## config.mk

```make
export PLATFORM = sky130hd
export DESIGN_NAME = imem_fetch_sequencer
export DESIGN_NICKNAME = d
export VERILOG_FILES = /design/src/rtl/imem_fetch_sequencer.sv
export SDC_FILE = /design/constraint.sdc
export NUM_CORES = 1
export LEC_CHECK = 0
export CELL_PAD_IN_SITES_DETAIL_PLACEMENT = 1
export CELL_PAD_IN_SITES_GLOBAL_PLACEMENT = 2
export CORE_MARGIN = 4
export CORE_UTILIZATION = 25
export CTS_BUF_LIST = sky130_fd_sc_hd__clkbuf_4 sky130_fd_sc_hd__clkbuf_8
export CTS_CLUSTER_DIAMETER = 200
export DETAILED_ROUTE_END_ITERATION = 8
export GPL_ROUTABILITY_DRIVEN = 0
export MAX_ROUTING_LAYER = met4
export PLACE_DENSITY_LB_ADDON = 0.05
export SLEW_MARGIN = 20
export SYNTH_ARGS = -nofsm -noshare
export SYNTH_HDL_FRONTEND = slang
export SYNTH_SLANG_ARGS = --single-unit
```

## constraint.sdc

```tcl
create_clock -name clk -period 1.9 [get_ports clk]
set_clock_uncertainty 0.1 [all_clocks]
set_input_delay 0.285 -clock clk [delete_from_list [all_inputs] [get_ports clk]]
set_output_delay 0.285 -clock clk [all_outputs]
set_load 0.02 [all_outputs]
```

## src/rtl/imem_fetch_sequencer.sv

```systemverilog
// Purpose : sequences reads of the 64-word instruction memory, keeps the PC and hands one
//           instruction per cycle to decode; absorbs EX redirects and stops at the END sentinel.
// Latency : start -> first if_valid after 2 edges; redirect -> target word after 2 edges (1 bubble).
// Backpressure: valid/ready to decode; with if_ready=0 the presented word and the pc hold.
//
// Ports:
//   clk, rst_n               clock, asynchronous active-low reset
//   start, start_pc          begin fetching at start_pc (only from IDLE or HALT)
//   imem_addr, imem_rdata    memory read address (= pc) and combinational read data
//   redirect, redirect_pc    taken branch/jump resolved in EX, absolute word target
//   if_valid/if_ready        handshake to decode; if_instr, if_pc, if_last carry the word
//   busy, halted             state is RUN / state is HALT with nothing presented
//   issued_cnt               completed handshakes, saturating, cleared on start
//
// Build option: define FETCH_JUMP_PREDECODE_EN to follow 'j' targets at fetch time
// (no bubble). EX must then not redirect for 'j'.

module imem_fetch_sequencer #(
  parameter int          DEPTH    = 64,
  parameter int          AW       = 6,
  parameter logic [31:0] END_WORD = 32'hFFFF_FFFF
) (
  input  logic          clk,
  input  logic          rst_n,
  input  logic          start,
  input  logic [AW-1:0] start_pc,
  output logic [AW-1:0] imem_addr,
  input  logic [31:0]   imem_rdata,
  input  logic          redirect,
  input  logic [AW-1:0] redirect_pc,
  output logic          if_valid,
  input  logic          if_ready,
  output logic [31:0]   if_instr,
  output logic [AW-1:0] if_pc,
  output logic          if_last,
  output logic          busy,
  output logic          halted,
  output logic [15:0]   issued_cnt
);

  typedef enum logic [1:0] {
    S_IDLE = 2'd0,
    S_RUN  = 2'd1,
    S_HALT = 2'd2
  } state_e;

  state_e        state_q, state_d;
  logic [AW-1:0] pc_q, pc_d;
  logic          if_valid_q, if_valid_d;
  logic [31:0]   if_instr_q, if_instr_d;
  logic [AW-1:0] if_pc_q, if_pc_d;
  logic          if_last_q, if_last_d;
  logic [15:0]   issued_cnt_q, issued_cnt_d;

  logic          handshake;
  logic          redirect_take;
  logic          start_take;
  logic          load;
  logic          is_end;
  logic [AW-1:0] pc_inc;

  always_comb begin
    state_d      = state_q;
    pc_d         = pc_q;
    if_valid_d   = if_valid_q;
    if_instr_d   = if_instr_q;
    if_pc_d      = if_pc_q;
    if_last_d    = if_last_q;
    issued_cnt_d = issued_cnt_q;

    handshake     = if_valid_q && if_ready;
    // Redirects only mean something once a program is running; a redirect in
    // HALT also beats a simultaneous start.
    redirect_take = redirect && (state_q != S_IDLE);
    start_take    = start && (state_q != S_RUN) && !redirect_take;
    load          = (state_q == S_RUN) && (!if_valid_q || if_ready) && !redirect;
    is_end        = (imem_rdata == END_WORD);
    pc_inc        = (pc_q == AW'(DEPTH - 1)) ? '0 : pc_q + 1'b1;

    // The outgoing word counts even when a redirect flushes the output stage.
    if (handshake && (issued_cnt_q != 16'hFFFF)) begin
      issued_cnt_d = issued_cnt_q + 16'd1;
    end

    if (redirect_take) begin
      pc_d       = redirect_pc;
      if_valid_d = 1'b0;
      if_last_d  = 1'b0;
      state_d    = S_RUN;
    end else if (start_take) begin
      pc_d         = start_pc;
      if_valid_d   = 1'b0;
      if_last_d    = 1'b0;
      issued_cnt_d = '0;
      state_d      = S_RUN;
    end else if (load) begin
      if_instr_d = imem_rdata;
      if_pc_d    = pc_q;
      if_valid_d = 1'b1;
      if_last_d  = is_end;
      if (is_end) begin
        // pc stays on the sentinel; HALT keeps it presented until accepted.
        state_d = S_HALT;
      end else begin
`ifdef FETCH_JUMP_PREDECODE_EN
        if (imem_rdata[31:26] == 6'b000010) begin
          pc_d = imem_rdata[AW-1:0];
        end else begin
          pc_d = pc_inc;
        end
`else
        pc_d = pc_inc;
`endif
      end
    end else if (handshake) begin
      if_valid_d = 1'b0;
    end
  end

  always_ff @(posedge clk or negedge rst_n) begin
    if (!rst_n) begin
      state_q      <= S_IDLE;
      pc_q         <= '0;
      if_valid_q   <= 1'b0;
      if_instr_q   <= '0;
      if_pc_q      <= '0;
      if_last_q    <= 1'b0;
      issued_cnt_q <= '0;
    end else begin
      state_q      <= state_d;
      pc_q         <= pc_d;
      if_valid_q   <= if_valid_d;
      if_instr_q   <= if_instr_d;
      if_pc_q      <= if_pc_d;
      if_last_q    <= if_last_d;
      issued_cnt_q <= issued_cnt_d;
    end
  end

  assign imem_addr  = pc_q;
  assign if_valid   = if_valid_q;
  assign if_instr   = if_instr_q;
  assign if_pc      = if_pc_q;
  assign if_last    = if_last_q;
  assign busy       = (state_q == S_RUN);
  assign halted     = (state_q == S_HALT) && !if_valid_q;
  assign issued_cnt = issued_cnt_q;

endmodule

```

==> impl_summary.log <==
[metrics] via count of the first global-routing pass: 2921
[metrics] number of diodes added for antenna fixing: 0
[metrics] outcome: completed
[metrics] instance area after placement: 4570 sq um
[metrics] Post-Route Setup TNS: 0 ns
[metrics] number of nets in the layout: 455
[metrics] number of nets in the synthesized netlist: 293
[metrics] starting utilization of the core area: 0.256
[metrics] clock group share of total power: 0.320
[metrics] CP endpoint kind: output pin
[metrics] number of warnings printed during yosys synthesis: 0
[metrics] Synth Cell Area: 2940 sq um
[metrics] internal power: 3.50 mW
[metrics] fill cell total of the finished layout: 1245
[metrics] top post-synthesis cells by area: sky130_fd_sc_hd__dfrtp_1, sky130_fd_sc_hd__mux2_2, sky130_fd_sc_hd__nor2_1, sky130_fd_sc_hd__nand4_1, sky130_fd_sc_hd__xor2_1
[metrics] FF-to-FF End: imem_addr[2]
[metrics] P per Cell Area: 1020 nW/um^2
[metrics] share of post-route cells with drive strength above 1: 0.284
[metrics] startpoint of the worst register-to-register path: state_q[0]
[metrics] standard cell core area: 11500 sq um
[metrics] unique cell type count in the Yosys netlist: 48
[metrics] average via count per standard cell: 4.66
[metrics] setup repair bufs after CTS: 0
[metrics] root buffer selected by CTS: sky130_fd_sc_hd__clkbuf_8
[metrics] number of enable-type register cells in the synthesized netlist: 0
[metrics] most common flop cell mapped by yosys: sky130_fd_sc_hd__dfrtp_1
[metrics] category of the critical setup timing path: register to output pin
[metrics] most used cells in the layout excluding fill and tap cells: sky130_fd_sc_hd__clkdlybuf4s50_1, sky130_fd_sc_hd__dfrtp_1, sky130_fd_sc_hd__buf_4, sky130_fd_sc_hd__mux2_2, sky130_fd_sc_hd__nor2_1
[metrics] antenna violations before repair: 0
[metrics] via count: 2571
[metrics] global-route wire length before repair: 15000 um
[metrics] Tot GR Track Use: 0.151
[metrics] Num CTS Buffers: 9
[metrics] Flop pwr share: 0.355
[metrics] worst endpoint required time: 1.51 ns
[metrics] HPWL after DPL: 6890 um
[metrics] minimum hold slack: 0.379 ns
[metrics] leading cell type in the layout, fill and taps excluded: sky130_fd_sc_hd__clkdlybuf4s50_1
[metrics] Final Hold Fails: 0
[metrics] Post-Route WL: 9360 um
[metrics] worst r2r path cells: 4
[metrics] Relative slew margins: 0.696
[metrics] share of the clock period used by the worst path after layout: 0.969
[metrics] clock tree buffer depth: 2
[metrics] switching power share of the total: 0.299
[metrics] Sinks on Clock Net: 64
[metrics] portion of synthesized cell area occupied by the leading cell type: 0.545
[metrics] critical path data arrival time: 1.46 ns
[metrics] worst slew pin tran: 0.456 ns
[metrics] class of the tightest hold or removal check: input port to async pin
[metrics] count of input and output buffers: 112
[metrics] setup slack, reg-to-reg: 0.09 ns
[metrics] worst skew pair latency: 0.36 ns
[metrics] DIE AREA: 13500 sq um
[metrics] post-layout instance count excluding filler cells: 552
[metrics] setup-violating endpoint count in the final report: 0
[metrics] Max-Cap Viols: 0
[metrics] Yosys reg bits: 64
[metrics] largest fanout of any net on the critical path: 6
[metrics] number of nets with antenna violations after routing: 0
[metrics] remaining global-route overflow: 0
[metrics] clock tree from TritonCTS: yes
[metrics] kind of start point of the critical path: register
[metrics] clock period minus worst slack: 1.84 ns
[metrics] max-slew violation count: 0
[metrics] post-CTS clock slew at the launch and capture registers of the worst setup and hold paths: 0.07 ns
[metrics] Max Freq: 543 MHz
[metrics] cell area after layout: 4900 sq um
[metrics] height of the die: 116 um
[metrics] Routed wire per std cell: 16.9 um
[metrics] post-synthesis cell count: 242
[metrics] count of routing violations after the opening detailed-route iteration: 78
[metrics] pin count of the biggest net entering global routing: 65
[metrics] Post-synth ARST share: 1.00
[metrics] fraction of power consumed by combinational cells: 0.325
[metrics] Top Ports: 113
[metrics] signed area change from the synthesized netlist to the final layout: 66.8%
[metrics] router iterations before antenna repair: 4
[metrics] RSZ-0062 raised after global routing: no
[metrics] Post-Synthesis Mean Instance Area: 12.1 sq um
[metrics] static power due to leakage: 2.16 nW
[metrics] count of unresolved DRC violations after routing: 0
[metrics] post-synthesis cell type with the largest combined area: sky130_fd_sc_hd__dfrtp_1
[metrics] post-layout power: 4.99 mW
[metrics] worst vdd ir: 641 uV
[metrics] part of the Yosys area used for sequential elements: 0.545
[metrics] overall die width: 116 um
[metrics] level count of the clock H-tree: 3
[metrics] row count: 39
[metrics] Switch Pwr: 1.49 mW
[metrics] placed cells: 535
-- power groups by stage --
| stage | Sequential (mW) | Clock [mW] | Combinational [mW] |
|---|---|---|---|
| after floorplan | 2.11 | 0 | 0.377 |
| after CTS | 1.78 | 1.66 | 1.66 |
| after global routing | 1.81 | 1.71 | 1.76 |
| after global placement | 1.78 | 0 | 1.64 |
| after detailed placement | 1.80 | 0 | 1.65 |
| final | 1.77 | 1.60 | 1.62 |
-- critical path, stage by stage, from the launching register on --
cell and delay, ns:
sky130_fd_sc_hd__dfrtp_1 0.35, sky130_fd_sc_hd__buf_4 0.15, sky130_fd_sc_hd__clkdlybuf4s50_1 0.60
-- what timing repair did --
action	in CTS	in global routing
endpoints found under the setup margin	6	15
endpoints found under the hold margin	64	0
hold buffers	1	0
pin swaps	0	3
gates resized for setup	5	15
-- metal layers --
layer  vias up  wire, um  track usage
met2        71      4390        0.232
met3        11       686       0.0617
met4         0       117       0.0441
met5         -         0            -
li1       1219         -            -
met1      1270      4160        0.181
-- metrics by stage --
stage,util,setup WS [ns]
after floorplan,-,0.0113
after global placement,0.399,-0.387
after detailed placement,0.399,-0.469
after CTS,0.423,0.00446
after global routing,0.427,0.00242
final,0.427,0.0581
-- cell families after synthesis --
kind of cell | count (synthesis) | share of synthesized area
and+or+nand+nor | 74 | 0.139
xor gates and xnor gates | 13 | 0.0388
buffers and inverters | 12 | 0.0209
adders and majority gates | 2 | 0.00852
muxes | 41 | 0.157
AOI/OAI and AO/OA | 36 | 0.0908
DFF | 64 | 0.545
-- worst max path at each step --
stage / startpoint / to / depth (start not counted)
final: imem_addr[0] / imem_addr[0] / 2
after global routing: state_q[1] / halted / 4
after CTS: imem_addr[1] / imem_addr[1] / 2
after detailed placement: imem_rdata[8] / imem_addr[2] / 7
after global placement: imem_rdata[8] / imem_addr[4] / 7
after floorplan: issued_cnt[0] / issued_cnt[8] / 7
-- cell type report --
cell class                 count  area, sq um  area share
clock buffer                  10          138      0.0281
inverter                       3         11.3     0.00230
timing repair buffer         160         1530       0.313
sequential                    64         1600       0.327
multi-input combinational    166         1300       0.266
clock inverter                 6          130      0.0266
tap                          143          179      0.0365
-- registers in the layout, summed over array words and instances (netlist names) --
signal,cells
if_last,1
if_instr,32
state_q,2
if_pc,6
imem_addr,6
if_valid,1
issued_cnt,16
-- Yosys cell counts (2+ instances only) --
master	n
sky130_fd_sc_hd__dfrtp_1	64
sky130_fd_sc_hd__mux2_2	40
sky130_fd_sc_hd__nor2_1	20
sky130_fd_sc_hd__nand2_1	11
sky130_fd_sc_hd__nand4_1	10
sky130_fd_sc_hd__buf_2	7
sky130_fd_sc_hd__nand3_1	7
sky130_fd_sc_hd__xor2_1	7
sky130_fd_sc_hd__nor4_1	6
sky130_fd_sc_hd__xnor2_1	6
sky130_fd_sc_hd__o211ai_1	5
sky130_fd_sc_hd__a22oi_1	4
sky130_fd_sc_hd__o21ai_0	4
sky130_fd_sc_hd__a21oi_1	3
sky130_fd_sc_hd__and2_1	3
sky130_fd_sc_hd__and3_1	3
sky130_fd_sc_hd__inv_1	3
sky130_fd_sc_hd__nor3_1	3
sky130_fd_sc_hd__a31oi_1	2
sky130_fd_sc_hd__a41o_1	2
sky130_fd_sc_hd__ha_1	2
sky130_fd_sc_hd__nor2b_1	2
sky130_fd_sc_hd__o21a_1	2
sky130_fd_sc_hd__o22ai_1	2
No activity file was read; power rests on OpenSTA's default activity.
